**src/rtl/disk_pkg.sv**
```systemverilog
// Shared definitions for the disk write-path logic: decoder states, GCR framing
// bytes and the default 7 MHz bit-cell timing.
package disk_pkg;

    typedef enum logic [1:0] {
        IDLE  = 2'd0,
        ALIGN = 2'd1,
        RUN   = 2'd2
    } dec_state_t;

    localparam logic [7:0] SYNC_BYTE = 8'hFF;
    localparam logic [7:0] PKT_BEGIN = 8'hC3;

    localparam int CELL_CLKS_7M = 28;
    localparam int HALF_CLKS_7M = 14;

    function automatic logic [7:0] shift_in(input logic [7:0] sr, input logic b);
        return {sr[6:0], b};
    endfunction

endpackage

```
**src/rtl/bit_sync2.sv**
```systemverilog
// Two-flop synchronizer for a single asynchronous level, with a selectable
// reset value so inactive-high strobes come out of reset deasserted.
module bit_sync2 #(
    parameter logic RST_VAL = 1'b0
) (
    input  logic fclk,
    input  logic _reset,
    input  logic d,
    output logic q
);

    logic meta;

    always_ff @(posedge fclk or negedge _reset) begin
        if (!_reset) begin
            meta <= RST_VAL;
            q    <= RST_VAL;
        end else begin
            // NOTE: non-blocking so the second stage samples the pre-edge value of the first.
            meta <= d;
            q    <= meta;
        end
    end

endmodule

```
**src/rtl/wrdata_decoder.sv**
```systemverilog
// Recovers GCR nibbles from the IWM serial write stream (one transition per 1-bit).
// Optional packet-start hunt enabled by defining WRDATA_DECODER_SYNC_HUNT_EN.
module wrdata_decoder
    import disk_pkg::*;
#(
    parameter int CELL_CLKS      = CELL_CLKS_7M,
    parameter int HALF_CLKS      = HALF_CLKS_7M,
    parameter int MAX_ZERO_CELLS = 8,
    parameter int COUNT_W        = 10
) (
    input  logic               fclk,
    input  logic               _reset,
    input  logic               wrdata,
    input  logic               _wrreq,
    output logic [7:0]         byte_out,
    output logic               byte_valid,
    input  logic               byte_ready,
    output logic               overflow,
    output logic               active,
    output logic [COUNT_W-1:0] byte_count
);

    localparam int ZC_W = $clog2(MAX_ZERO_CELLS + 1);
    localparam logic [5:0]      HALF_T  = 6'(HALF_CLKS);
    localparam logic [5:0]      TMO_T   = 6'(CELL_CLKS + HALF_CLKS);
    localparam logic [ZC_W-1:0] ZC_LAST = ZC_W'(MAX_ZERO_CELLS - 1);

    logic wrdata_s, wrdata_d, wrreq_s, wr_edge;

    bit_sync2 #(.RST_VAL(1'b0)) u_sync_wrdata (
        .fclk   (fclk),
        ._reset (_reset),
        .d      (wrdata),
        .q      (wrdata_s)
    );

    bit_sync2 #(.RST_VAL(1'b1)) u_sync_wrreq (
        .fclk   (fclk),
        ._reset (_reset),
        .d      (_wrreq),
        .q      (wrreq_s)
    );

    always_ff @(posedge fclk or negedge _reset) begin
        if (!_reset) wrdata_d <= 1'b0;
        else         wrdata_d <= wrdata_s;
    end

    assign wr_edge = wrdata_s ^ wrdata_d;

    dec_state_t      state;
    logic [5:0]      cell_timer;
    logic [ZC_W-1:0] zero_cells;
    logic [7:0]      shifter;

    logic       shift_en, shift_bit, nib_done, deliver, session_start;
    logic [7:0] shifted;

    always_comb begin
        // NOTE: defaults first so no path through this block infers a latch.
        shift_en  = 1'b0;
        shift_bit = 1'b0;
        if (state == RUN && !wrreq_s) begin
            if (wr_edge) begin
                shift_en  = (cell_timer >= HALF_T);
                shift_bit = 1'b1;
            end else if (cell_timer == TMO_T) begin
                shift_en = 1'b1;
            end
        end
        shifted  = shift_in(shifter, shift_bit);
        nib_done = shift_en && shifted[7];
    end

    assign session_start = (state == IDLE) && !wrreq_s;

    always_ff @(posedge fclk or negedge _reset) begin
        if (!_reset) begin
            state      <= IDLE;
            cell_timer <= '0;
            zero_cells <= '0;
            shifter    <= '0;
            active     <= 1'b0;
        end else if (wrreq_s) begin
            state      <= IDLE;
            cell_timer <= '0;
            zero_cells <= '0;
            shifter    <= '0;
            active     <= 1'b0;
        end else begin
            case (state)
                IDLE: begin
                    state   <= ALIGN;
                    shifter <= '0;
                end
                ALIGN: begin
                    if (wr_edge) begin
                        cell_timer <= '0;
                        zero_cells <= '0;
                        state      <= RUN;
                        active     <= 1'b1;
                    end
                end
                RUN: begin
                    if (wr_edge) begin
                        cell_timer <= '0;
                        if (shift_en) zero_cells <= '0;
                    end else if (shift_en) begin
                        // A missing transition is a 0; re-centre the timer mid-cell.
                        cell_timer <= HALF_T;
                        zero_cells <= zero_cells + ZC_W'(1);
                    end else begin
                        cell_timer <= cell_timer + 6'd1;
                    end

                    if (shift_en && !wr_edge && zero_cells == ZC_LAST) begin
                        state   <= ALIGN;
                        active  <= 1'b0;
                        shifter <= '0;
                    end else if (shift_en) begin
                        shifter <= nib_done ? 8'h00 : shifted;
                    end
                end
                default: begin
                    state  <= IDLE;
                    active <= 1'b0;
                end
            endcase
        end
    end

`ifdef WRDATA_DECODER_SYNC_HUNT_EN
    logic hunt_locked, hunt_seen_sync;

    // Nibbles are swallowed until PKT_BEGIN directly follows one or more SYNC_BYTEs.
    always_ff @(posedge fclk or negedge _reset) begin
        if (!_reset) begin
            hunt_locked    <= 1'b0;
            hunt_seen_sync <= 1'b0;
        end else if (state == ALIGN && wr_edge && !wrreq_s) begin
            hunt_locked    <= 1'b0;
            hunt_seen_sync <= 1'b0;
        end else if (nib_done && !hunt_locked) begin
            if (shifted == PKT_BEGIN && hunt_seen_sync) hunt_locked <= 1'b1;
            hunt_seen_sync <= (shifted == SYNC_BYTE);
        end
    end

    assign deliver = nib_done && (hunt_locked || (shifted == PKT_BEGIN && hunt_seen_sync));
`else
    assign deliver = nib_done;
`endif

    always_ff @(posedge fclk or negedge _reset) begin
        if (!_reset) begin
            byte_out   <= '0;
            byte_valid <= 1'b0;
            overflow   <= 1'b0;
            byte_count <= '0;
        end else begin
            if (session_start) begin
                overflow   <= 1'b0;
                byte_count <= '0;
            end
            if (deliver) begin
                if (!byte_valid || byte_ready) begin
                    byte_out   <= shifted;
                    byte_valid <= 1'b1;
                    if (byte_count != '1) byte_count <= byte_count + COUNT_W'(1);
                end else begin
                    overflow <= 1'b1;
                end
            end else if (byte_valid && byte_ready) begin
                byte_valid <= 1'b0;
            end
        end
    end

endmodule
```
**config.mk**
```make
export PLATFORM = sky130hd
export DESIGN_NAME = wrdata_decoder
export DESIGN_NICKNAME = d
export VERILOG_FILES = /design/src/rtl/disk_pkg.sv /design/src/rtl/bit_sync2.sv /design/src/rtl/wrdata_decoder.sv
export SDC_FILE = /design/constraint.sdc
export NUM_CORES = 1
export LEC_CHECK = 0
export CORE_MARGIN = 2
export CORE_UTILIZATION = 30
export DETAILED_ROUTE_END_ITERATION = 16
export SLEW_MARGIN = 15
export SYNTH_ARGS = -nofsm -noshare
export SYNTH_HDL_FRONTEND = slang
export SYNTH_SLANG_ARGS = --single-unit
```
**constraint.sdc**
```tcl
create_clock -name fclk -period 3.8 [get_ports fclk]
set_input_delay 0.76 -clock fclk [delete_from_list [all_inputs] [get_ports fclk]]
set_output_delay 0.76 -clock fclk [all_outputs]
set_load 0.005 [all_outputs]
```
==> results.txt <==
----------------------------------------------------
[Place]
  Weighted congestion at the end of routability-driven global placement ... 0.767
  Half-perimeter wire length after placement ... 3.23 mm
  Post-placement setup slack ... 1230 ps
  I/O Buffers ... 25

[Pwr]
  Sequential fraction of design power ... 0.564
  Int Pwr ... 0.644 mW
  Psw ... 0.230 mW
  Net switching share of the total power ... 0.264
  Worst IR drop on VDD ... 0.000133 V
  Power density relative to cell area ... 331 nW/um^2
  Static Leakage ... 1.12 nW
  Clock share of power ... 0.352
  Combinational fraction of design power ... 0.084

[CTS]
  CTS tree ... done
  # resized after CTS ... 0
  CTS hold repair buffers ... 0
  Clock Pin Slew Worst Setup and Hold Paths ... 90 ps
  Clock Latency Late Sink ... 310 ps
  Master cell of the clock root buffer ... clkbuf_8
  Post-CTS setup-driven buffer insertion count ... 0
  CTS Buffer Depth ... 2
  Htree depth ... 2
  Number of buffers added by the clock tree synthesis step ... 5
  Sinks on the clock net ... 45

[Die]
  Number of top-level pins ... 26
  Starting density of the core ... 0.308
  Die outline area ... 8070 sq um
  Height of the die ... 89.8 um
  Row cnt ... 31
  Horizontal die dimension ... 89.8 um
  Core Footprint ... 7180 sq um

[Detailed routing]
  DR WL/cell ... 13.0 um
  Routed vias ... 1,742
  Wire length after detailed routing ... 4.56 mm
  Avg Vias per Cell ... 4.95
  DR iter-0 viols ... 119
  Antenna Violating Nets Remaining ... 0
  Pre-Repair DR Iteration Count ... 4
  Total DRC errors in the routed layout ... 0

[Finish]
  Fraction of layout cells with a size suffix above 1 ... 0.0672
  Finished Core Util ... 0.368
  Net count, final ... 264
  Area added between synthesis and finish ... 19.5%
  Antenna diode instance count ... 0

[Timing]
  Final Worst Setup Slack ... 1550 ps
  Hold violation total from the final report ... 0
  Pin slew with the least headroom to its limit ... 978 ps
  Relative slew margins ... 0.348
  Number of slew-limit violations in the final report ... 0
  Final period util ... 0.592
  Number of setup violations in the final report ... 0
  Final critical path time including I/O delays and setup ... 2250 ps
  Final clock skew ... 12.4 ps
  Highest clock rate ... 444 MHz
  Total Neg Setup Slack ... 0 ps
  RSZ-0062 raised after global routing ... no

[Logic synthesis]
  Async set or reset register ratio after synthesis ... 1.00
  Post-synth cell types ... 44
  Count of flip-flops with a built-in enable after synthesis ... 0
  Part of the Yosys area used for sequential elements ... 0.511
  Post-Syn Instances ... 226
  Post-Syn Area ... 2210 sq um
  Synth Warn # ... 0
  Syn_area_per_cell ... 9.78 sq um
  Top flip-flop cell by instance count after synthesis ... dfrtp_1
  Area share of the largest cell type after synthesis ... 0.487
  Synth Register Bits ... 45
  Synthesized net count ... 238
  Dominant cells by area after synthesis ... dfrtp_1 (49%), nand2_1 (7.0%), ha_1 (4.0%)
  Cell accounting for the most synthesized area ... dfrtp_1

[Status]
  Outcome ... finished, final reports clean

[Global routing]
  Number of global-route vias before repair ... 1,698
  GR Util All Layers ... 0.121
  Number of antenna violations at the first check in global routing ... 0
  First-pass GRT wire length ... 8.10 mm
  Maximum number of pins on one net before global-route repair ... 46
  Global-route congestion overflow total ... 0

[Min path]
  Hold WC Path Type ... register to register

[Worst setup path]
  Crit path capture type ... register
  Critical-path maximum fanout ... 18
  Setup crit start kind ... primary input
  Type of the setup path with the least slack ... primary input to register
  Required time reported for the critical path endpoint ... 4020 ps
  CP arrival ... 2470 ps

[Flow run]
  Maximum Capacitance Violations ... 0

----------------------------------------------------
==> worst max-delay path, cell delays in order <==
cell	delay (ps)
clkdlybuf4s50_1	460
nor2b_1	80
a2111oi_4	370
nand2_2	290
or3_1	410
o211ai_1	100
==> final cells by class <==
cell class | count | area (sq um)
Tap cell | 99 | 124
Inverter | 8 | 30.0
Sequential cell | 45 | 1130
Multi-Input combinational cell | 167 | 1020
Clock inverter | 3 | 25.0
Clock buffer | 5 | 68.8
Fill cell | 725 | 4540
Timing Repair Buffer | 25 | 245
==> state kept, by name (all words and copies together), names as in the netlist <==
register and flops:
active 1, byte_count 10, byte_out 8, byte_valid 1, cell_timer 6, overflow 1, shifter 7, state 2
u_sync_wrdata.meta 1, u_sync_wrdata.q 1, u_sync_wrreq.meta 1, u_sync_wrreq.q 1, wrdata_d 1, zero_cells 4
==> power by group through the flow <==
stage	Combinational (mW)	Clock [mW]	Sequential [mW]
2_1_floorplan	0.0439	0	0.501
3_3_place_gp	0.0744	0	0.502
3_5_place_dp	0.0738	0	0.503
4_1_cts	0.0744	0.321	0.493
5_1_grt	0.0830	0.342	0.495
6_report	0.0732	0.308	0.493
==> synth_stat cells, drive strengths merged (3+ instances only) <==
cell type	count
dfrtp	43
nand2	42
nand3	15
nor2	12
o21ai	12
a21oi	9
inv	8
o211ai	8
ha	7
a22o	6
or3	6
a31oi	5
nor3	5
a21o	4
and3	4
clkbuf	4
nor2b	3
xor2	3
==> through the flow <==
step | power (mW) | cell area [sq um] | std cells | hold WS, ps
floorplan | 0.545 | 2210 | 226 | 331
global placement | 0.577 | 2550 | 344 | 334
detailed placement | 0.576 | 2550 | 344 | 336
CTS | 0.889 | 2640 | 352 | 356
global route | 0.920 | 2640 | 352 | 372
finish | 0.874 | 2640 | 352 | 353
==> cells by family (layout without fill, tap and decap cells) <==
kind of cell               after synthesis  count (layout)  share of synthesized area
AOI/OAI and AO/OA                       58              58                      0.192
buffers and inverters                   14              41                     0.0283
and+or+nand+nor                         97              97                      0.209
muxes                                    1               1                    0.00453
xor gates and xnor gates                 4               4                     0.0159
DFF                                     45              45                      0.511
adders and majority gates                7               7                     0.0396
==> per-layer routing <==
metal,track usage,part of all wire,vias to the layer above
met4,0.0308,0.011,0
met2,0.188,0.43,30
li1,-,-,866
met3,0.0327,0.038,5
met1,0.169,0.52,841
met5,0,0,-
==> cells in the final DEF, fill, tap and decap left out, drive strengths merged, types with 2 or more instances in the layout <==
| master | n |
|---|---|
| dfrtp | 43 |
| nand2 | 42 |
| clkdlybuf4s50 | 24 |
| nand3 | 15 |
| nor2 | 12 |
| o21ai | 12 |
| inv | 9 |
| a21oi | 9 |
| o211ai | 8 |
| ha | 7 |
| or3 | 6 |
| a22o | 6 |
| a31oi | 5 |
| nor3 | 5 |
| clkbuf | 5 |
| and3 | 4 |
| a21o | 4 |
| xor2 | 3 |
| nor2b | 3 |
| nand2b | 2 |
| nand4 | 2 |
| and2 | 2 |
| a41oi | 2 |
| o21a | 2 |
| a32o | 2 |
| o31ai | 2 |
| nand4b | 2 |
| dfstp | 2 |
==> final timing paths <==
kind                       slack [ps]  depth (start not counted)                          from                        end
max                              1550                          6                    byte_ready    byte_count[7]$_DFF_PN0_
min                               350                          0  u_sync_wrdata.meta$_DFF_PN0_  u_sync_wrdata.q$_DFF_PN0_
max reg2reg                      1550                          7          state[0]$_DFFE_PN0P_    byte_count[7]$_DFF_PN0_
min reg2reg                       350                          0  u_sync_wrdata.meta$_DFF_PN0_  u_sync_wrdata.q$_DFF_PN0_
max in group asynchronous        2580                          1                        _reset  zero_cells[0]$_DFFE_PN0P_
min in group asynchronous         610                          1                        _reset         overflow$_DFF_PN0_
Power figures use the tool's default switching activity.
